[src/rtl/commu_tx_ser.sv]
// Serial word transmitter: start bit, DATA_W data bits MSB-first, optional even parity, stop bit.
// Latency: start level on tx_out one cycle after fire_tx; done_tx at 1 + NB*(cfg_div+1) cycles.
// Backpressure: none; fire_tx is dropped while busy_tx or done_tx is high. COMMU_TX_PARITY_EN adds parity.
module commu_tx_ser #(
    parameter int   DATA_W   = 16,
    parameter logic IDLE_LVL = 1'b1
) (
    input  logic              clk_sys,
    input  logic              rst_n,
    input  logic              fire_tx,
    input  logic [DATA_W-1:0] data_tx,
    input  logic [15:0]       cfg_div,
    output logic              done_tx,
    output logic              busy_tx,
    output logic              tx_out
);

    localparam int             BW       = (DATA_W > 1) ? $clog2(DATA_W) : 1;
    localparam logic [BW-1:0]  BIT_LAST = BW'(DATA_W - 1);

`ifdef COMMU_TX_PARITY_EN
    typedef enum logic [2:0] {S_IDLE, S_START, S_DATA, S_PAR, S_STOP, S_DONE} state_t;
`else
    typedef enum logic [2:0] {S_IDLE, S_START, S_DATA, S_STOP, S_DONE} state_t;
`endif

    state_t            state;
    state_t            state_nxt;
    logic [DATA_W-1:0] shreg;
    logic [DATA_W-1:0] shreg_nxt;
    logic [15:0]       div_q;
    logic [15:0]       baud_cnt;
    logic [BW-1:0]     bit_cnt;
    logic              bit_end;
    logic              accept;
    logic              tx_nxt;
`ifdef COMMU_TX_PARITY_EN
    logic              par_q;
`endif

    // A bit period ends when the baud counter reaches the latched divider.
    assign bit_end = (baud_cnt == div_q);
    assign accept  = (state == S_IDLE) && fire_tx;
    assign done_tx = (state == S_DONE);
    assign busy_tx = (state != S_IDLE);

    // Next-state and next shift-register contents.
    always_comb begin
        state_nxt = state;
        shreg_nxt = shreg;
        case (state)
            S_IDLE: begin
                if (fire_tx) begin
                    state_nxt = S_START;
                    shreg_nxt = data_tx;
                end
            end
            S_START: begin
                if (bit_end) begin
                    state_nxt = S_DATA;
                end
            end
            S_DATA: begin
                if (bit_end) begin
                    shreg_nxt = {shreg[DATA_W-2:0], 1'b0};
                    if (bit_cnt == BIT_LAST) begin
`ifdef COMMU_TX_PARITY_EN
                        state_nxt = S_PAR;
`else
                        state_nxt = S_STOP;
`endif
                    end
                end
            end
`ifdef COMMU_TX_PARITY_EN
            S_PAR: begin
                if (bit_end) begin
                    state_nxt = S_STOP;
                end
            end
`endif
            S_STOP: begin
                if (bit_end) begin
                    state_nxt = S_DONE;
                end
            end
            S_DONE: begin
                state_nxt = S_IDLE;
            end
            default: begin
                state_nxt = S_IDLE;
            end
        endcase
    end

    // Line level follows the state being entered, so tx_out is glitch-free and one register deep.
    always_comb begin
        tx_nxt = IDLE_LVL;
        case (state_nxt)
            S_START: tx_nxt = ~IDLE_LVL;
            S_DATA:  tx_nxt = shreg_nxt[DATA_W-1];
`ifdef COMMU_TX_PARITY_EN
            S_PAR:   tx_nxt = par_q;
`endif
            default: tx_nxt = IDLE_LVL;
        endcase
    end

    // FSM state, shift register and serial line registers.
    always_ff @(posedge clk_sys or negedge rst_n) begin
        if (!rst_n) begin
            state  <= S_IDLE;
            shreg  <= '0;
            tx_out <= IDLE_LVL;
        end else begin
            state  <= state_nxt;
            shreg  <= shreg_nxt;
            tx_out <= tx_nxt;
        end
    end

    // Divider latch and baud/bit counters; the divider is sampled only at accept.
    always_ff @(posedge clk_sys or negedge rst_n) begin
        if (!rst_n) begin
            div_q    <= '0;
            baud_cnt <= '0;
            bit_cnt  <= '0;
        end else begin
            if (accept) begin
                div_q <= cfg_div;
            end
            if (state == S_IDLE || state == S_DONE || bit_end) begin
                baud_cnt <= '0;
            end else begin
                baud_cnt <= baud_cnt + 16'd1;
            end
            if (accept) begin
                bit_cnt <= '0;
            end else if (state == S_DATA && bit_end) begin
                bit_cnt <= bit_cnt + BW'(1);
            end
        end
    end

`ifdef COMMU_TX_PARITY_EN
    // Even parity of the accepted word, captured before the shift register starts moving.
    always_ff @(posedge clk_sys or negedge rst_n) begin
        if (!rst_n) begin
            par_q <= 1'b0;
        end else if (accept) begin
            par_q <= ^data_tx;
        end
    end
`endif

endmodule

[config.mk]
export PLATFORM = sky130hd
export DESIGN_NAME = commu_tx_ser
export DESIGN_NICKNAME = d
export VERILOG_FILES = /design/src/rtl/commu_tx_ser.sv
export SDC_FILE = /design/constraint.sdc
export NUM_CORES = 1
export LEC_CHECK = 0
export CORE_MARGIN = 2
export CORE_UTILIZATION = 40
export DETAILED_ROUTE_END_ITERATION = 10
export PLACE_DENSITY = 0.6
export SLEW_MARGIN = 0
export SYNTH_ARGS = -nofsm -noshare
export SYNTH_HDL_FRONTEND = slang
export SYNTH_SLANG_ARGS = --single-unit
[constraint.sdc]
create_clock -name clk_sys -period 1.95 [get_ports clk_sys]
set_clock_uncertainty 0.1 [all_clocks]
set_input_delay 0.2925 -clock clk_sys [delete_from_list [all_inputs] [get_ports clk_sys]]
set_output_delay 0.2925 -clock clk_sys [all_outputs]
set_load 0.02 [all_outputs]
Word level (Yosys, flattened, before mapping)
Cells that the tools add are included.

operators by class
  bitwise logic cells = 0
  $lt $le $gt $ge = 0
  mux-type cells = 13
  shifts and indexed selects = 0
  $add $sub $neg = 2
  multiply operators = 0
  div/mod/pow operators = 0
  eq/ne operators = 10
  reduce and logical (&&, ||, !) cells = 9

operator list
  cell                                                             number
  16-bit 2-to-1 mux                                                3
  16-bit case mux with 2 select lines                              1
  16-bit by 1-bit adder with 16-bit output, second input constant  1
  16-bit == test                                                   1
  3-bit 2-to-1 mux                                                 5
  3-bit case mux with 4 select lines                               1
  3-bit by 2-bit == test with 1-bit output, second input constant  3
  4-bit 2-to-1 mux                                                 2
  3-bit by 1-bit == test with 1-bit output, second input constant  2
  4-bit by 1-bit adder with 4-bit output, second input constant    1
  4-bit == test, second input constant                             1
  2-bit inequality test, second input constant                     2
  2-bit nonzero test                                               2
  3-bit == test, second input constant                             1
  3-bit logical NOT                                                1
  3-bit AND reduction                                              1
  3-bit nonzero test                                               1
  1-bit logical AND                                                2
  1-bit logical OR                                                 2
  1-bit case mux with 2 select lines                               1

word-level totals
  RAM bits = 0
  output and inout port bits = 3
  bits in read-only memories = 0
  input bits = 35
  register bits after elaboration = 56
  memories = 0
  bits in latches = 0

Longest topological paths before layout
Gate-level depths: netlist of the first run.

  depth after elaboration = 6
  depth in mapped cells = 7
  gate-level depth less buffers = 6

Worst setup path before layout of the first run
OpenSTA, ideal clock, no wires.

  path type = reg2reg
  from = reg baud_cnt[2]
  to = reg tx_out
  required time = 1756 ps
  cell stages (with the launch flop) = 7
  setup slack = -39 ps
  path buffers = 0
  period minus slack after synthesis = 1989 ps
  data arrival time = 1795 ps
  cell sequence = dfrtp_1 -> xor2_1 -> nor4_4 -> nand4_4 -> a31o_4 -> a2111oi_1 -> a211oi_1

on the way
  word-level cells in the longest chain between the ends = 5
  elaborated cells on any way between the ends = 10
  classes of those cells = 3 x eq/ne; 7 x mux

RTL lines
  item                                                                                                         line        text
  from (decl)                                                                                                  32          logic [15:0] baud_cnt;
  from (signal assigned)                                                                                       135         baud_cnt <= baud_cnt + 16'd1;
  16-bit == test *                                                                                             42          assign bit_end = (baud_cnt == div_q);
  3-bit 2-to-1 mux (on tied branches)                                                                          83, 59, 64
  3-bit case mux with 4 select lines                                                                           51          case (state)
  3-bit by 2-bit == test with 1-bit output / 3-bit by 1-bit == test with 1-bit output (equally long branches)  99          case (state_nxt)
  1-bit case mux with 2 select lines *                                                                         99
  net tx_nxt                                                                                                   36          logic tx_nxt;
  to (signal assigned)                                                                                         118         tx_out <= tx_nxt;
  to (decl)                                                                                                    15          output logic tx_out

Mark *: on every way through the listed nets, which the timed path passes. The rest lies on a longest branch. The select of a mux whose other input is x is not followed.
A chain may end at the register's enable or synchronous reset.

Worst setup path in the final report of the first run
  from = reg baud_cnt[9]
  to = reg tx_out

The elaborated chain is that of the path after synthesis.

==> results.ini, run 1 <==
[synth]
seq_area_frac_synth_pct = 51.2
yosys.area.top_type_share_pct = 50.2
synthesis.area_um2 = 2740
yosysWarnings = 0
yosys-top-cells-area = dfrtp_1 50%, xor2_1 6.7%, mux2_2 6.6%
syn_inst = 243
synth.net_count = 280
synth.avg_cell_area_um2 = 11.3
ys_ff_latch = 56
post-synth-top-area-cell = dfrtp_1
synthDistinctLibCells = 41

[final_layout]
layout.nets = 351
postLayoutCellArea_um2 = 3650
diodes = 0
layout_common_cells = 55 x dfrtp_1, 35 x nand2_1, 34 x clkdlybuf4s50_1
final_common_cell = dfrtp_1
areaGrowthSynthToFinish_pct = 33.3
drive_above_1_share_pct = 27.3
fillers = 611

[critical_path]
critPathBufInv = 0
worstPathArrival_ps = 2160
rr_endpoint = tx_out
crit_path_start = baud_cnt[9]
endpoint_kind = flop
rrSetupSlack_ps = -60
r2r_cells = 6
slowest_stage = dfrtp_1
worstSetupPathType = flop to flop
cpPeakStageDelay_ps = 420
crit_path_start_kind = flop
crit_required_ps = 2090
path_cells = xor2_1, nor4_4, nand4_4, a31o_4, o211a_1, a211oi_2
critical_path.max_fanout = 5
r2r-start = baud_cnt[9]
critPathTopFamily = compound AO/OA/AOI/OAI gates

[sta]
fmax_ghz = 0.497
fin_ws_ps = -63.9
whs_ps = 387
tns_ps = -63.9
rsz0062_at_grt = yes
setup_viol = 1
min_period_over_period_pct = 103
period_needed_ps = 2010
worstMarginPinSlew_ps = 461
maxSlewHeadroom_pct = 69.2
hold_viol_final = 0
maxSlewViolCount = 0

[clocking]
cts_buffer_depth = 2
cts_buffers = 5
cts-root-buf = clkbuf_8
clk_latency_ps = 320
cts_tree = yes
clock-sinks = 56
cts-htree-levels = 2
clkSlewWorstSetupHoldPaths_ps = 110

[global_route]
antenna_found_initial = 0
first_global_vias = 1989
track_usage_pct = 16.1
grt_pass1_wl_um = 9560
grt_max_degree = 57
grt_overflow = 0

[routing]
vias = 1988
vias_per_cell = 5.03
firstDrtPassIters = 4
drc = 0
wire_per_inst_um = 14.2
detail-route-antenna-nets = 0
routed_wl_um = 5610
drt_iter0_markers = 49

[placement]
placed_area_um2 = 3430
portBuffers = 37
gp_congestion = 0.799
hpwl_um = 3850

[flow_run]
drv_cap = 0

[power_and_ir_drop]
power_density_nw_per_um2 = 970
p_leak_nw = 1.67
ir_drop_uv = 461

[status]
violations = negative setup slack
status = finished, violations left

[die]
rows = 30
die_area_um2 = 7530
ios = 38
core_um2 = 6720
start_util_pct = 40.8
die_h_um = 86.8
die_w_um = 86.8

[hold_path]
hp-class = input pin to async pin

-- metal layers --
layer | vias to the layer above | GRT usage, % | wire (um)
met4 | 0 | 5.11 | 55
met1 | 979 | 23.2 | 2800
met2 | 30 | 24.4 | 2600
li1 | 975 | - | -
met5 | - | 0 | 0
met3 | 4 | 3.33 | 157
-- cells in the mapped netlist (all sizes together) --
master and count:
a2111oi 2, a211oi 2, a21oi 3, a221o 1, a22oi 14, a31o 1
and2 1, and3 6, and4 3, buf 4, clkbuf 5, dfrtp 55
dfstp 1, ha 2, inv 4, mux2 16, nand2 35, nand2b 1
nand3 7, nand4 2, nor2 26, nor2b 2, nor3 3, nor3b 1
nor4 5, o211a 1, o21ai 5, or2b 1, or3 1, xnor2 10
xor2 23
-- worst min-delay path, cell delays in order --
cell           delay (ps)
dlygate4sd3_1         520
buf_2                 120
buf_12                280
-- per-stage QoR --
stage | worst slack, ps | total power, mW | instances | utilization [%]
6_report | -63.9 | 3.54 | 395 | 54.4
5_1_grt | -188 | 3.76 | 395 | 54.4
4_1_cts | -87.1 | 3.55 | 392 | 53.0
3_5_place_dp | -145 | 2.87 | 382 | 51.0
3_3_place_gp | -71.5 | 2.85 | 382 | 51.0
2_1_floorplan | 7.91 | 2.48 | 243 | -
-- power breakdown --
part           leakage [nW]  total [mW]  switching, mW  internal (mW)
Clock                0.0452       0.679          0.416          0.263
Sequential            0.703        1.73          0.227           1.50
Combinational         0.922        1.14          0.546          0.591
-- flip-flops by register name (all words and copies together), names as in the netlist --
register,cells
state,3
bit_cnt,4
shreg,16
div_q,16
tx_out,1
baud_cnt,16
-- area by class of cell --
cell class | count | area, um2 | share of cell area, %
Inverter | 4 | 15.0 | 0.411
Sequential cell | 56 | 1400 | 38.4
Clock inverter | 3 | 25.0 | 0.685
Multi-Input combinational cell | 174 | 1350 | 36.8
Timing Repair Buffer | 73 | 698 | 19.1
Tap cell | 80 | 100 | 2.74
Clock buffer | 5 | 68.8 | 1.88
-- cell families after synthesis --
| kind of cell | count (synthesis) | synth area share [%] |
|---|---|---|
| AOI/OAI and AO/OA | 29 | 8.08 |
| xor gates and xnor gates | 33 | 11.1 |
| adders and majority gates | 2 | 0.913 |
| buffers and inverters | 13 | 2.60 |
| DFF | 56 | 51.2 |
| muxes | 16 | 6.57 |
| and+or+nand+nor | 94 | 19.6 |
-- what timing repair did --
| action | in CTS | in global routing |
|---|---|---|
| endpoints found under the setup margin | 22 | 30 |
| hold endpoints to repair | 55 | 0 |
| resized for setup | 7 | 12 |
| setup buffers | 1 | 2 |
| pin swaps | 3 | 2 |
| cloned | 0 | 1 |
| hold buffers | 1 | 0 |
-- worst max-delay path by stage --
stage          cells past startpoint      to  slack (ps)
2_1_floorplan                      6  tx_out           8
5_1_grt                            6  tx_out        -190
4_1_cts                            6  tx_out         -90
3_5_place_dp                       6  tx_out        -140
6_report                           6  tx_out         -60
3_3_place_gp                       6  tx_out         -70
No activity file was read; power rests on OpenSTA's default activity.
==> run 2, diff against run 1 <==
MAX_ROUTING_LAYER = met4   (was default)
==> run 2 against run 1 <==
Net effect: the run still ends with negative setup slack left; worst setup slack about the same; routed wire length increased by 0.86%; combinational power is essentially flat; count of clock-buffer cells in the layout is the same; non-clock buffer count unchanged; die area stayed put; fmax about the same; highest routed layer unchanged; final cell count stayed put.
==> results.ini, run 2 (synthesis gave the netlist of run 1 again) <==
[die]
die_area_um2 = 7530  ; unchanged
core_um2 = 6720  ; unchanged
die_h_um = 86.8  ; unchanged
start_util_pct = 40.8  ; unchanged
ios = 38  ; unchanged
die_w_um = 86.8  ; unchanged
rows = 30  ; unchanged

[critical_path]
critPathBufInv = 0  ; unchanged
r2r_cells = 6  ; unchanged
cp.depth = 6  ; unchanged
slowest_stage = dfrtp_1
critical_path.max_fanout = 5  ; unchanged
path_cells = xor2_1, nor4_4, nand4_4, a31o_4, o211a_1, a211oi_2
crit_path_start_kind = flop
crit_required_ps = 2090  ; about the same
cpPeakStageDelay_ps = 400  ; -20 ps
endpoint_kind = flop
worstPathArrival_ps = 2160  ; about the same
worstSetupPathType = flop to flop
critPathTopFamily = compound AO/OA/AOI/OAI gates

[routing]
vias = 1986  ; -0.10%
drt_iter0_markers = 85  ; +73%
wire_per_inst_um = 14.3  ; +0.86%
drc = 0  ; unchanged
routed_wl_um = 5650  ; +0.86%
detail-route-antenna-nets = 0  ; unchanged
firstDrtPassIters = 4  ; unchanged
vias_per_cell = 5.03  ; -0.10%

[sta]
fin_ws_ps = -63.7  ; +0.226 ps
min_period_over_period_pct = 103  ; about the same
maxSlewViolCount = 0  ; unchanged
rsz0062_at_grt = yes
maxSlewHeadroom_pct = 69.2  ; about the same
worstMarginPinSlew_ps = 461  ; -0.000834 ps
period_needed_ps = 2010  ; -0.226 ps
setup_viol = 1  ; unchanged
tns_ps = -63.7  ; +0.226 ps
hold_viol_final = 0  ; unchanged
fmax_ghz = 0.497  ; about the same
whs_ps = 384  ; -2.54 ps

[clocking]
cts-root-buf = clkbuf_8
cts_buffer_depth = 2  ; unchanged
clkSlewWorstSetupHoldPaths_ps = 110  ; about the same
cts_tree = yes
cts-htree-levels = 2  ; unchanged
clock-sinks = 56  ; unchanged
cts_buffers = 5  ; unchanged
clk_latency_ps = 320  ; about the same

[global_route]
antenna_found_initial = 0  ; unchanged
track_usage_pct = 16.6  ; +0.46 points
grt_max_degree = 57  ; unchanged
grt_pass1_wl_um = 9540  ; -0.22%
grt_overflow = 0  ; unchanged
first_global_vias = 1995  ; +0.30%

[placement]
hpwl_um = 3850  ; unchanged
placed_area_um2 = 3430  ; unchanged
gp_congestion = 0.810  ; +1.4%
portBuffers = 37  ; unchanged
dpl_worst_slack_ps = -145  ; unchanged

[final_layout]
final_util_pct = 54.4  ; unchanged
diodes = 0  ; unchanged
layout_common_cells = 55 x dfrtp_1, 35 x nand2_1, 34 x clkdlybuf4s50_1
reg_top3 = baud_cnt: 16 flops, div_q: 16 flops, shreg: 16 flops
final_common_cell = dfrtp_1
drive_above_1_share_pct = 27.3  ; unchanged
layout.nets = 351  ; unchanged
postLayoutCellArea_um2 = 3650  ; unchanged
areaGrowthSynthToFinish_pct = 33.3  ; unchanged

[power_and_ir_drop]
ir_drop_uv = 461  ; about the same
power_density_nw_per_um2 = 971  ; +0.14%
p_leak_nw = 1.67  ; unchanged

[flow_run]
drv_cap = 0  ; unchanged

[status]
violations = negative setup slack
status = finished, violations left

[hold_path]
hp-class = input pin to async pin

==> run 2: layout make-up <==
cell class / instances / area [um2]
Fill cell: 611 / 3060
Multi-Input combinational cell: 174 / 1350
Clock inverter: 3 / 25.0
Timing Repair Buffer: 73 / 698
Tap cell: 80 / 100
Sequential cell: 56 / 1400
Inverter: 4 / 15.0
Clock buffer: 5 / 68.8
==> run 2: final timing paths <==
path | startpoint | to | slack (ps)
hold reg to reg | shreg[10] | shreg[10] | 390
max in group asynchronous | rst_n | tx_out | 1060
setup / recovery | div_q[12] | tx_out | -60
setup reg to reg | div_q[12] | tx_out | -60
hold / removal | rst_n | baud_cnt[9] | 380
min in group clk_sys | shreg[10] | shreg[10] | 390
==> run 2: tightest hold or removal path: stages <==
cell           delay (ps)
dlygate4sd3_1         520
buf_2                 120
buf_12                270
==> run 2: what timing repair did <==
action / CTS / global route
hold buffers: 1 / 0
hold endpoints to repair: 55 / 0
setup buffers: 1 / 2
cloned: 0 / 1
gates resized for setup: 7 / 12
pin swaps: 3 / 2
endpoints found under the setup margin: 22 / 30
==> run 2: metal layers <==
layer,wire length [um],vias up,track usage [%],share of wire [%]
li1,-,972,-,-
met2,2620,27,24.4,46
met5,0,-,-,0
met3,159,6,3.24,2.8
met4,85,0,5.11,1.5
met1,2780,981,23.2,49
==> run 2: where the power goes <==
group / leakage, nW / switching [mW] / internal [mW]
registers: 0.703 / 0.227 / 1.50
clock network: 0.0452 / 0.421 / 0.263
logic: 0.922 / 0.546 / 0.591
==> run 2: per-stage QoR <==
| stage | power [mW] | instances |
|---|---|---|
| 5_1_grt | 3.77 | 395 |
| 4_1_cts | 3.55 | 392 |
| 3_3_place_gp | 2.85 | 382 |
| 2_1_floorplan | 2.48 | 243 |
| 6_report | 3.55 | 395 |
| 3_5_place_dp | 2.87 | 382 |
